--- src/rtl/axi4s_pkt_framer.sv ---
// AXI4-Stream packet framer.
// Prepends a header word {MAGIC, seq} to every packet of up to PKT_LEN payload
// words. A packet closes on the PKT_LEN-th word or on an upstream s_tlast,
// whichever comes first. The output stage is a single register slice, so
// upstream backpressure follows downstream ready combinationally in BODY.
module axi4s_pkt_framer #(
    parameter int          DW      = 32,
    parameter int          PKT_LEN = 8,
    parameter logic [15:0] MAGIC   = 16'hA5A5
) (
    input  logic          clk,
    input  logic          rst,
    input  logic [DW-1:0] s_tdata,
    input  logic          s_tvalid,
    input  logic          s_tlast,
    output logic          s_tready,
    output logic [DW-1:0] m_tdata,
    output logic          m_tvalid,
    output logic          m_tlast,
    input  logic          m_tready,
    output logic [15:0]   seq
);

    localparam int             CW       = $clog2(PKT_LEN + 1);
    localparam logic [CW-1:0]  LAST_CNT = CW'(PKT_LEN - 1);

    typedef enum logic {
        HDR  = 1'b0,
        BODY = 1'b1
    } state_t;

    state_t        state_r;
    logic [CW-1:0] cnt_r;
    logic          load_s;
    logic          close_s;

    // Header word: tag in [31:16], sequence number in [15:0], upper bits zero.
    function automatic logic [DW-1:0] header_word(input logic [15:0] s);
        logic [DW-1:0] w;
        w        = '0;
        w[31:0]  = {MAGIC, s};
        return w;
    endfunction

    // Output-slice load condition, packet-close decision and upstream ready.
    always_comb begin
        load_s  = ~m_tvalid | m_tready;
        close_s = (cnt_r == LAST_CNT) | s_tlast;
        if (state_r == BODY) begin
            s_tready = load_s;
        end else begin
            s_tready = 1'b0;
        end
    end

    // Framing FSM with the registered output slice, payload counter and seq.
    always_ff @(posedge clk or posedge rst) begin
        if (rst) begin
            state_r  <= HDR;
            cnt_r    <= '0;
            seq      <= 16'd0;
            m_tdata  <= '0;
            m_tvalid <= 1'b0;
            m_tlast  <= 1'b0;
        end else begin
            case (state_r)
                HDR: begin
                    // A header goes out only when a payload word is waiting,
                    // so an empty packet can never be produced.
                    if (s_tvalid && load_s) begin
                        m_tdata  <= header_word(seq);
                        m_tlast  <= 1'b0;
                        m_tvalid <= 1'b1;
                        cnt_r    <= '0;
                        state_r  <= BODY;
                    end else if (load_s) begin
                        m_tvalid <= 1'b0;
                    end
                end
                BODY: begin
                    if (s_tvalid && load_s) begin
                        m_tdata  <= s_tdata;
                        m_tlast  <= close_s;
                        m_tvalid <= 1'b1;
                        if (close_s) begin
                            // Counter is cleared on close so it never holds PKT_LEN.
                            cnt_r   <= '0;
                            seq     <= seq + 16'd1;
                            state_r <= HDR;
                        end else begin
                            cnt_r   <= cnt_r + CW'(1);
                        end
                    end else if (load_s) begin
                        m_tvalid <= 1'b0;
                    end
                end
                default: begin
                    state_r  <= HDR;
                    cnt_r    <= '0;
                    m_tvalid <= 1'b0;
                end
            endcase
        end
    end

endmodule
--- config.mk ---
export PLATFORM = sky130hd
export DESIGN_NAME = axi4s_pkt_framer
export DESIGN_NICKNAME = d
export VERILOG_FILES = /design/src/rtl/axi4s_pkt_framer.sv
export SDC_FILE = /design/constraint.sdc
export NUM_CORES = 1
export LEC_CHECK = 0
export ABC_AREA = 1
export CELL_PAD_IN_SITES_DETAIL_PLACEMENT = 0
export CELL_PAD_IN_SITES_GLOBAL_PLACEMENT = 1
export CORE_ASPECT_RATIO = 1.75
export CORE_MARGIN = 2
export CORE_UTILIZATION = 36
export CTS_CLUSTER_DIAMETER = 30
export CTS_CLUSTER_SIZE = 25
export DETAILED_ROUTE_END_ITERATION = 8
export HOLD_SLACK_MARGIN = 0.05
export PLACE_DENSITY_LB_ADDON = 0.1
export REMOVE_ABC_BUFFERS = 1
export SLEW_MARGIN = 20
export SYNTH_ARGS = -nofsm -noshare
export SYNTH_HDL_FRONTEND = slang
export SYNTH_SLANG_ARGS = --single-unit
--- constraint.sdc ---
create_clock -name clk -period 4.3 [get_ports clk]
set_input_delay 0.86 -clock clk [delete_from_list [all_inputs] [get_ports clk]]
set_output_delay 0.86 -clock clk [all_outputs]
set_load 0.05 [all_outputs]
### Yosys cells after proc, flatten, opt, wreduce, memory -nomap -nowiden

Cells that the tools add are included.

| word-level totals | value |
|---|---|
| output and inout bits | 51 |
| word-level logic and storage cells | 36 |
| bits in writable memories | 0 |
| flip-flop bits (word level) | 55 |
| memory bits (read-only) | 0 |
| memories kept | 0 |
| bits in latches | 0 |
| input port bits | 37 |

| operators by class | value |
|---|---|
| mux-type cells | 17 |
| $add $sub $neg | 2 |
| div/mod/pow operators | 0 |
| multipliers | 0 |
| reduce and logical (&&, ||, !) cells | 4 |
| shift operators | 0 |
| order comparisons | 0 |
| equal/unequal tests | 3 |
| bitwise gates (word level) | 4 |

Operators with widths:

| kind | number |
|---|---|
| $mux W32 | 2 |
| $pmux W32 S2 | 1 |
| $add A16 B1 Y16 const B | 1 |
| $mux W4 | 3 |
| $mux W1 | 8 |
| $pmux W4 S2 | 1 |
| $add A4 B1 Y4 const B | 1 |
| $eq A4 B3 Y1 const B | 1 |
| $pmux W1 S2 | 2 |
| $reduce_and A3 Y1 | 1 |
| $ne A2 B1 Y1 const B | 1 |
| $ne A2 B2 Y1 const B | 1 |
| $not A1 Y1 | 2 |
| $or A1 B1 Y1 | 2 |
| $reduce_and A2 Y1 | 1 |
| $reduce_bool A2 Y1 | 1 |
| $logic_and A1 B1 Y1 | 1 |

### Depth between registers and ports, before layout

Gate-level depths: netlist of run 1.

| logic depth | value |
|---|---|
| depth in word-level cells | 5 |
| depth in mapped cells | 8 |
| mapped depth without buffers | 8 |

### Least setup slack after synthesis of run 1

Ideal clock, no wire load.

| timing | value |
|---|---|
| kind | in2out |
| start | input m_tready |
| end | output s_tready |
| arrival time | 1.361 ns |
| path buffers | 0 |
| setup slack | 2.079 ns |
| stages on the path | 4 |
| data required time | 3.440 ns |
| path through | inv_1 nand2_4 nand2_4 inv_1 |

| between the ends | value |
|---|---|
| longest elaborated chain between the ends | 2 |

Ends and longest elaborated chain:

| item | RTL line | source |
|---|---|---|
| start, declared | 20 | `input logic m_tready,` |
| $or A1 B1 Y1 | 47 | `load_s = ~m_tvalid \| m_tready;` |
| $mux W1 | 49 | `if (state_r == BODY) begin` |
| end, declared | 16 | `output logic s_tready,` |

No other way between the ends.

### Final worst setup path of run 1

Same ends and word-level chain as after synthesis.

==> out/metrics.cfg, run 1 <==
[floorplanning]
pin_count = 88
core-area_mm2 = 0.00713
start_util_pct = 36.9
die_w_um = 68.7
die_h_um = 117
dieArea_mm2 = 0.00804
std_cell_rows = 41

[power]
internal_power_mw = 1.17
switching_power_mw = 0.713
pwr-share-seq_pct = 35.9
powerDensity_mw_per_mm2 = 503
p_leak_nw = 1.61
peakVddDrop_v = 0.000398
swShare_pct = 37.9
power.share.clock_pct = 27.7
p_comb_share_pct = 36.4

[clocking]
post_cts_resized = 0
clk_pin_slew_ns = 0.07
clockBufferDepth = 2
htreeDepth = 2
clock-sinks = 55
hold_buffers = 0
cts_tree = yes
cts-root-buf = clkbuf_16
clk_latency_ns = 0.30
cts_setup_buffers = 0
numCtsBuffers = 5

[sta]
setup_viol = 0
max_freq_mhz = 311
fin_skew_ns = 0.00539
slew_viol_final = 0
maxSlewHeadroom_pct = 50.1
tns_ns = 0
hold_viol_final = 0
rsz0062_at_grt = no
tightest_slew_ns = 0.748
period_share_pct = 74.7
finalCriticalPeriod_ns = 3.21

[synth]
synth.most_common_cell = nand2_1
netlist.top_cell.by_area = dfrtp_1
async_flop_share_pct = 100
yosysUniqueCellTypes = 32
synthCells = 288
syn-mean-instance-area_um2 = 9.15
ys_warn_count = 0
synth.top_cell.area_share_pct = 52.3
synth_common_cells = nand2_1 (87), dfrtp_1 (55), nor2_1 (26)
ys_seq_area_share_pct = 52.3
synthTopCellsByArea = dfrtp_1 (52%), nand2_1 (12%), a31oi_1 (3.8%)
synth_area_mm2 = 0.00263
synth_flop_cell = dfrtp_1
ys_ff_latch = 55
synth_edf_count = 0

[placed_design]
place_congestion = 0.785
hpwlAfterDp_um = 4890
place_area_mm2 = 0.00355
portBuffers = 87

[critical_path]
cp_data_arrival_time_ns = 2.35
path_class = in -> out
critPathMaxFanout = 4
worstPathRequired_ns = 3.44
start_kind = input pin
timing.critical_path.to_type = primary output

[final_layout]
drive_above_1_share_pct = 7.49
nFillCells = 724
area_delta_synth_final_pct = 42.0
antenna_cells = 0
finalNetCount = 412
final_area_mm2 = 0.00374

[grt]
antenna_found_initial = 0
grt_overflow = 0
grt_max_degree = 42
grt_pass1_wl_um = 10500
grt_pass1_vias = 2145
grt_use_total_pct = 17.8

[routing]
vias_per_cell = 4.82
wl_um = 6820
ant_nets = 0
vias = 2217
drc = 0
firstDrtPassIters = 4
drt_iter0_drc = 116
detail_route.wl_per_cell_um = 14.8

[job]
drv_cap = 0

[outcome]
status = complete, no violations

[hold_path]
hold_path_class = reg -> reg

==> area by class of cell <==
type	instances	area (um^2)	area share (%)
flip-flops and latches	55	1380	36.8
multi-input cells	201	1100	29.4
repair buffers	89	886	23.7
clock buffers	5	125	3.34
well taps	86	108	2.88
inverters	21	78.8	2.11
clock inverters	3	67.6	1.81
==> power groups by stage <==
stage                     clock, mW  combinational (mW)  sequential [mW]
after floorplan                   0               0.163            0.955
after global placement            0               0.686            0.685
after detailed placement          0               0.691            0.688
after CTS                     0.537               0.694            0.678
after global routing          0.549               0.730            0.688
final                         0.520               0.684            0.676
==> cells by family (layout without fill, tap and decap cells) <==
group / after synthesis / in the layout / synth area share (%)
xor gates and xnor gates: 5 / 5 / 1.66
DFF: 55 / 55 / 52.3
adders and majority gates: 2 / 2 / 0.950
buffers and inverters: 32 / 118 / 5.99
and+or+nand+nor: 151 / 151 / 27.3
AOI/OAI and AO/OA: 43 / 43 / 11.8
==> worst max-delay path, cell delays in order <==
cell             delay [ns]
clkdlybuf4s50_1        0.45
inv_1                  0.06
nand2_4                0.09
nand2_4                0.06
inv_1                  0.05
clkdlybuf4s50_1        0.79
==> path summary, 6_finish.rpt <==
check,from,end,slack [ns],cells past startpoint
hold / removal,cnt_r[0]$_DFFE_PP0P_,cnt_r[0]$_DFFE_PP0P_,0.51,1
hold reg to reg,cnt_r[0]$_DFFE_PP0P_,cnt_r[0]$_DFFE_PP0P_,0.51,1
setup reg to reg,m_tvalid$_DFFE_PP0P_,cnt_r[2]$_DFFE_PP0P_,2.27,6
setup / recovery,m_tready,s_tready,1.09,6
min in group asynchronous,rst,m_tdata[31]$_DFFE_PP0P_,1.02,2
max in group asynchronous,rst,m_tdata[25]$_DFFE_PP0P_,2.52,3
==> cell usage in the layout, fill, tap and decap left out <==
| master | instances |
|---|---|
| clkinv_1 | 1 |
| o21bai_1 | 1 |
| o22a_1 | 8 |
| a22o_1 | 8 |
| ha_1 | 2 |
| nor2_2 | 1 |
| clkbuf_16 | 5 |
| inv_2 | 2 |
| xor2_1 | 4 |
| nand4_1 | 4 |
| buf_4 | 2 |
| nand3_1 | 12 |
| a21oi_1 | 1 |
| o21ai_1 | 1 |
| nand2_1 | 87 |
| nand3_4 | 1 |
| o21bai_2 | 1 |
| nor2_8 | 1 |
| a31oi_1 | 16 |
| clkdlybuf4s50_1 | 87 |
| nor3_1 | 3 |
| xnor2_1 | 1 |
| nor2_4 | 3 |
| nand2_4 | 4 |
| nand3b_1 | 4 |
| nand3_2 | 3 |
| clkinvlp_4 | 1 |
| inv_1 | 18 |
| and2_1 | 2 |
| o21ai_2 | 2 |
| o21ai_0 | 5 |
| nor2_1 | 26 |
| dfrtp_1 | 55 |
| bufinv_16 | 2 |
==> flip-flops by register name (all words and copies together), names as in the netlist <==
name	cells
m_tlast	1
cnt_r	4
state_r	1
m_tdata	32
m_tvalid	1
seq	16
==> per-layer routing <==
layer / global-route usage (%) / wire length [um]
met4: 7.73 / 167
met2: 30.1 / 3520
met5: 0 / 0
met3: 3.92 / 379
met1: 21.3 / 2760
==> through the flow <==
step | hold slack [ns] | total power, mW | util (%) | worst slack (ns) | cells
after CTS | 0.510 | 1.91 | 52.5 | 1.08 | 460
final | 0.505 | 1.88 | 52.5 | 1.09 | 460
after floorplan | 0.475 | 1.12 | - | 2.06 | 277
after detailed placement | 0.492 | 1.38 | 49.8 | 1.08 | 452
after global placement | 0.488 | 1.37 | 49.8 | 1.09 | 452
after global routing | 0.525 | 1.97 | 52.5 | 1.03 | 460
No activity file was read; power rests on OpenSTA's default activity.
==> inputs of run 2 (changes only) <==
CORE_UTILIZATION = 33   (was 36)
clock period = 3.2 ns   (was 4.3 ns; I/O delays follow)
==> run 2 against run 1 <==
Against the previous run:
- sequential power grew 35%
- combinational power grew 35%
- cell count grew 1.3%
- sequential cell count is the same
- clock power grew 21%
- non-clock buffer count grew 2
- count of clock-buffer cells in the layout grew 1
- global-route usage shrank 1.4 points
- clock skew shrank 0.0026 ns
- critical path depth is the same
- critical path type unchanged
- largest cell class unchanged
==> out/metrics.cfg, run 2 (synthesis results as in run 1) <==
[critical_path]
r2r_cells = 4
crit-reg2reg-launch = state_r$_DFF_PP0_
critPathMaxFanout = 4
cp_data_arrival_time_ns = 2.14
rrSetupSlack_ns = 1.52
worstPathRequired_ns = 2.56
start_kind = input pin
r2r_end = m_tdata[5]$_DFFE_PP0P_
path_class = in -> out
critPathLaunch = m_tready
timing.critical_path.to_type = primary output

[sta]
max_freq_mhz = 359
fin_skew_ns = 0.00277
slew_viol_final = 0
period_share_pct = 87.0
maxSlewHeadroom_pct = 53.6
tightest_slew_ns = 0.695
setup_viol = 0
tns_ns = 0
hold_viol_final = 0
finalCriticalPeriod_ns = 2.78
rsz0062_at_grt = no
worst_hold_slack_ns = 0.505
fin_ws_ns = 0.416

[clocking]
cts_tree = yes
clk_latency_ns = 0.29
cts_setup_buffers = 0
htreeDepth = 2
numCtsBuffers = 5
cts-root-buf = clkbuf_16
clk_pin_slew_ns = 0.07
post_cts_resized = 0
clock-sinks = 55
clockBufferDepth = 2
hold_buffers = 0

[final_layout]
area_delta_synth_final_pct = 42.1
antenna_cells = 0
fin_cells = 466
final_util_pct = 47.6
regArea_mm2 = 0.00138
finalNetCount = 414
top_regs = m_tdata (32), seq (16), cnt_r (4)
regMostFlops = m_tdata
largest_register_ffs = 32
nFillCells = 760
mostFrequentLayoutCells = nand2_1 (87), clkdlybuf4s50_1 (87), dfrtp_1 (55), nor2_1 (26), inv_1 (18)
multiInputGateArea_mm2 = 0.00110
drive_above_1_share_pct = 7.98

[grt]
use_met3_pct = 3.14
grt_use_met1_pct = 20.4
gr-usage-met2_pct = 27.9
grt_pass1_wl_um = 11100
antenna_found_initial = 0
grt_busiest_layer = met2
grt_max_degree = 42
grt_use_total_pct = 16.4
grt_pass1_vias = 2190
grt_overflow = 0

[routing]
ant_nets = 0
drc = 0
firstDrtPassIters = 4
wl_um = 6750
vias = 2214
drt_iter0_drc = 85
detail_route.wl_per_cell_um = 14.5
vias_per_cell = 4.75

[hold_path]
hp-start = m_tlast$_DFFE_PP0P_
hold_path_class = reg -> reg
hold_path_depth = 2
whs_endpoint = m_tlast$_DFFE_PP0P_

[floorplanning]
std_cell_rows = 43
dieArea_mm2 = 0.00874
core-area_mm2 = 0.00786
pin_count = 88
die_h_um = 122
start_util_pct = 33.5
die_w_um = 71.5

[power]
p_leak_nw = 1.62
peakVddDrop_v = 0.000473
powerDensity_mw_per_mm2 = 657

[placed_design]
portBuffers = 87
post-place-ws_ns = 0.423
place_congestion = 0.769
placedCellCount = 458
hpwlAfterDp_um = 4890

[job]
drv_cap = 0

[outcome]
status = complete, no violations

==> run 2: cell types whose count changed in the layout (fill, tap and decap cells not counted), sizes merged <==
cell      change
bufinv        -1
clkinvlp      -1
clkbuf        +1
clkinv        +1
buf           +2
==> run 2: report_power, final <==
group          total, mW  internal [mW]  leakage (nW)  switching, mW
combinational      0.920          0.316         0.870          0.603
sequential         0.911          0.807         0.660          0.104
clock              0.628          0.389        0.0868          0.239
total               2.46           1.51          1.62          0.946
==> run 2: cell type report <==
class                   count  area share, %
repair buffers             91           24.1
flip-flops and latches     55           36.8
well taps                  90           3.01
multi-input cells         201           29.4
clock inverters             2          0.936
clock buffers               6           3.71
inverters                  21           2.11
==> run 2: per-stage QoR <==
step	power, mW	area (um^2)
after floorplan	1.50	2550
after global placement	1.85	3570
after detailed placement	1.85	3570
after CTS	2.50	3740
after global routing	2.59	3740
final	2.46	3740
==> run 2: worst max path at each step <==
stage	cells past startpoint	endpoint	slack [ns]
detailed placement	6	s_tready	0.42
floorplan	1	cnt_r[0]$_DFFE_PP0P_	1.22
finish	6	s_tready	0.42
CTS	6	s_tready	0.42
global placement	6	s_tready	0.43
global route	6	s_tready	0.38
==> run 2: layer usage <==
layer | wire (um) | vias to the layer above
met2 | 3450 | 53
met1 | 2940 | 1026
met5 | 0 | -
li1 | - | 1131
met4 | 79 | 0
met3 | 279 | 4
==> run 2: worst max-delay path, stage by stage <==
cell and delay, ns:
clkdlybuf4s50_1 0.46, inv_1 0.06, nand2_4 0.09, nand2_4 0.06, inv_1 0.05, clkdlybuf4s50_1 0.78
==> RTL change 1, RTL diff (flow settings as in run 2) <==
Make the reset (`rst`) synchronous in one clocked block.
--- a/src/rtl/axi4s_pkt_framer.sv
+++ b/src/rtl/axi4s_pkt_framer.sv
@@ -54,7 +54,7 @@
     end
 
     // Framing FSM with the registered output slice, payload counter and seq.
-    always_ff @(posedge clk or posedge rst) begin
+    always_ff @(posedge clk) begin
         if (rst) begin
             state_r  <= HDR;
             cnt_r    <= '0;
Behaviour: differs if rst is asserted again (counterexample within 4 cycles, from zero or initial values and one cycle with rst high); with rst held inactive, the same outputs for 10 cycles.
==> RTL change 1 against run 2 <==
Wire length rose by 0.53%. Final area fell by 6.1%. Critical path depth is 5 lower. Synthesized area fell by 8.5%. Core utilization rose by 1.7 points. Non-clock buffer count is 1 higher. Sequential share of layout area shrank 5.5 points. Worst setup slack better by 0.51 ns. Sequential cell count is the same. Largest cell class is now multi-input combinational cells.
Power is not compared: it rests on default switching activity, and its combinational part moved more than twofold at a synthesized area within 25%.
==> RTL change 1: results (changes against run 2) <==
status: completed
WP data arrival: 1.63 ns (-0.51 ns)
smallest hold slack: 0.466 ns (-0.0388 ns)
final net count: 445 (+7.5%)
share of cells above drive strength 1: 7.64% (-0.34 points)
min-delay src: m_tdata[17]
sequential-to-total area share from yosys stat: 45.7% (-6.6 points)
largest net degree at the start of global routing: 28 (-33%)
DP Area: 3370 sq um (-5.5%)
gpl congestion: 0.780 (+1.5%)
DRT iter0 DRCs: 102 (+20%)
r2r startpoint: state_r
crit-path max FO: 7 (+3)
total routed wirelength: 6790 um (+0.53%)
Register-to-Register Path Depth: 5 (+1)
FILL cells: 713 (-6.2%)
Worst Hold Endpoint: m_tdata[17]
Final HPWL DP: 4870 um (-0.38%)
Post-synth ARST share: 0% (-100 points)
slowest stage delay, CP: 0.86 ns (+0.08 ns)
r2r setup slk: 1.42 ns (-0.10 ns)
most common library cells after synthesis: 91 x nand2_1, 55 x dfxtp_1, 33 x nor2_1
actual slew at the worst max-slew pin: 0.537 ns (-0.158 ns)
DRT Pass-1 Iters: 5 (+1)
vias in the first global route: 2124 (-3.0%)
first-pass GRT wire length: 10500 um (-5.0%)
## RTL change 1: how the worst max path moves through the flow
stage | from | to | slack (ns) | depth (start not counted)
after global placement | m_tready | seq[5] | 0.82 | 8
final | seq[2] | seq[2] | 0.93 | 1
after detailed placement | m_tready | seq[5] | 0.79 | 8
after floorplan | state_r | s_tready | 0.74 | 2
after CTS | seq[0] | seq[0] | 0.92 | 1
after global routing | m_tready | seq[5] | 0.84 | 8
## RTL change 1: layout make-up
class | instances | area share [%]
clock buffer | 6 | 3.95
timing repair buffer | 92 | 26.5
inverter | 25 | 2.67
tap | 86 | 3.06
clock inverter | 1 | 0.142
sequential | 55 | 31.3
multi-input combinational | 227 | 32.4
## RTL change 1: logic make-up after synthesis
family / share of synthesized area, %
compound gates: 17.0
xor+xnor: 1.82
fa+ha+maj: 1.04
buf+inv: 7.11
flops: 45.7
simple gates: 27.3
## RTL change 1: stage by stage
step           utilization (%)  total power, mW  worst slack (ns)  std cells
2_1_floorplan                -            0.919             0.740        307
3_3_place_gp              47.3             1.06             0.821        485
3_5_place_dp              47.3             1.06             0.793        485
4_1_cts                   49.3             1.61             0.916        492
5_1_grt                   49.3             1.66             0.840        492
6_report                  49.3             1.59             0.931        492
## RTL change 1: metal layers
layer | vias up | GRT usage (%) | part of all wire, %
li1 | 1228 | - | -
met1 | 1083 | 21.2 | 42
met2 | 58 | 30.6 | 52
met3 | 9 | 2.96 | 4.3
met4 | 0 | 6.00 | 1.5
met5 | - | 0 | 0
## RTL change 1: where the power goes
group / switching, mW / internal [mW]
sequential: 0.0200 / 0.715
combinational: 0.188 / 0.123
clock: 0.239 / 0.306
total: 0.447 / 1.14
==> RTL change 2, RTL diff (settings of run 2) <==
Made on the original files. The parameter `PKT_LEN` goes from 8 to 16.
--- a/src/rtl/axi4s_pkt_framer.sv
+++ b/src/rtl/axi4s_pkt_framer.sv
@@ -5,7 +5,7 @@
 // upstream backpressure follows downstream ready combinationally in BODY.
 module axi4s_pkt_framer #(
     parameter int          DW      = 32,
-    parameter int          PKT_LEN = 8,
+    parameter int          PKT_LEN = 16,
     parameter logic [15:0] MAGIC   = 16'hA5A5
 ) (
     input  logic          clk,
Behaviour: not the same (a bounded check fails within 10 cycles, from zero or initial values and one cycle with rst high).
==> RTL change 2 against run 2 <==
Synthesized area grew 0.38%. Sequential cell count increased by 1. Worst setup slack better by 0.014 ns. Core utilization is 0.080 points higher. Power down 4.2%. Critical endpoint unchanged. Final area up 0.17%. Wire length is 3.2% higher. Synthesized cell count increased by 2.1%. Die area increased by 0.37%.
==> RTL change 2: results (changes against run 2) <==
multi-input combinational area share: 28.8% (-0.58 points)
routed vias/inst: 4.82 (+1.5%)
CTS Sinks: 56 (+1.8%)
vias in the first global route: 2113 (-3.5%)
crit-path max FO: 3 (-1)
buffering overhead: 24.2% (+0.16 points)
worst vdd ir: 473 uV (about the same)
Synth area leaders: dfrtp_1 53%, nand2_1 13%, nor2_1 4.1%, a31oi_1 3.8%, inv_1 2.8%
DRT iter0 DRCs: 71 (-16%)
Compound-Gate Fraction of Synth Area: 11.1% (-0.71 points)
share of cells above drive strength 1: 8.88% (+0.90 points)
count of multi-input gates: 203 (+1.0%)
Buffers excl. clock: 92 (+1.1%)
reg2reg end: seq[11]
most common library cells after synthesis: 90 x nand2_1, 56 x dfrtp_1, 29 x nor2_1
FILL cells: 793 (+4.3%)
WL/cell: 14.7 um (+1.6%)
largest net degree at the start of global routing: 34 (-19%)
P_leak: 1.60 nW (-1.0%)
Layout clock buffers: 7 (+1)
Register-to-Register Path Depth: 9 (+5)
r2r startpoint: cnt_r[0]
Placement Setup Slack: 0.425 ns (+0.00212 ns)
total routed wirelength: 6960 um (+3.2%)
mean area per synthesized cell: 8.99 sq um (-1.7%)
xor/xnor cell area share of the yosys netlist: 2.98% (+1.3 points)
post-synthesis adder-cell area fraction: 1.42% (+0.47 points)
first-pass GRT wire length: 11100 um (+0.31%)
gpl congestion: 0.776 (+1.0%)
Clock Skew: 0.00465 ns (+0.00188 ns)
Inverters, non-clock: 25 (+19%)
status: completed
dpl cells: 466 (+1.7%)
fraction of area in registers: 37.4% (+0.61 points)
Total GRT Usage: 16.6% (+0.14 points)
[RTL change 2: worst max-delay path by stage]
stage | startpoint | endpoint | slack (ns) | cells past startpoint
2_1_floorplan | rst | cnt_r[0] | 1.19 | 1
3_3_place_gp | m_tready | s_tready | 0.43 | 6
3_5_place_dp | m_tready | s_tready | 0.43 | 6
4_1_cts | m_tready | s_tready | 0.42 | 6
5_1_grt | m_tready | s_tready | 0.37 | 6
6_report | m_tready | s_tready | 0.43 | 6
[RTL change 2: per-stage QoR]
| stage | hold slack [ns] | instance area [sq um] |
|---|---|---|
| 3_3_place_gp | 0.482 | 3600 |
| 5_1_grt | 0.514 | 3750 |
| 6_report | 0.477 | 3750 |
| 4_1_cts | 0.484 | 3750 |
| 3_5_place_dp | 0.472 | 3600 |
| 2_1_floorplan | 0.475 | 2570 |
[RTL change 2: metal layers]
| layer | global-route usage, % | wire (um) |
|---|---|---|
| met1 | 20.4 | 2870 |
| met2 | 28.9 | 3730 |
| met3 | 2.87 | 313 |
| met4 | 5.66 | 51 |
| met5 | 0 | 0 |
[RTL change 2: critical path, cell delays in order]
cell,delay (ns)
clkdlybuf4s50_1,0.47
inv_2,0.04
nand2_4,0.06
nand2_1,0.07
inv_1,0.05
clkdlybuf4s50_1,0.79
[RTL change 2: cell families (layout without fill, tap and decap cells)]
| logic type | after synthesis | in the layout |
|---|---|---|
| and+or+nand+nor | 152 | 152 |
| DFF | 56 | 56 |
| AOI/OAI and AO/OA | 39 | 39 |
| buffers and inverters | 35 | 124 |
| xor gates and xnor gates | 9 | 9 |
| adders and majority gates | 3 | 3 |
[RTL change 2: report_power, final]
part / switching (mW) / internal [mW] / total [mW]
combinational: 0.581 / 0.306 / 0.888
clock: 0.231 / 0.329 / 0.559
sequential: 0.0923 / 0.816 / 0.908
total: 0.904 / 1.45 / 2.35
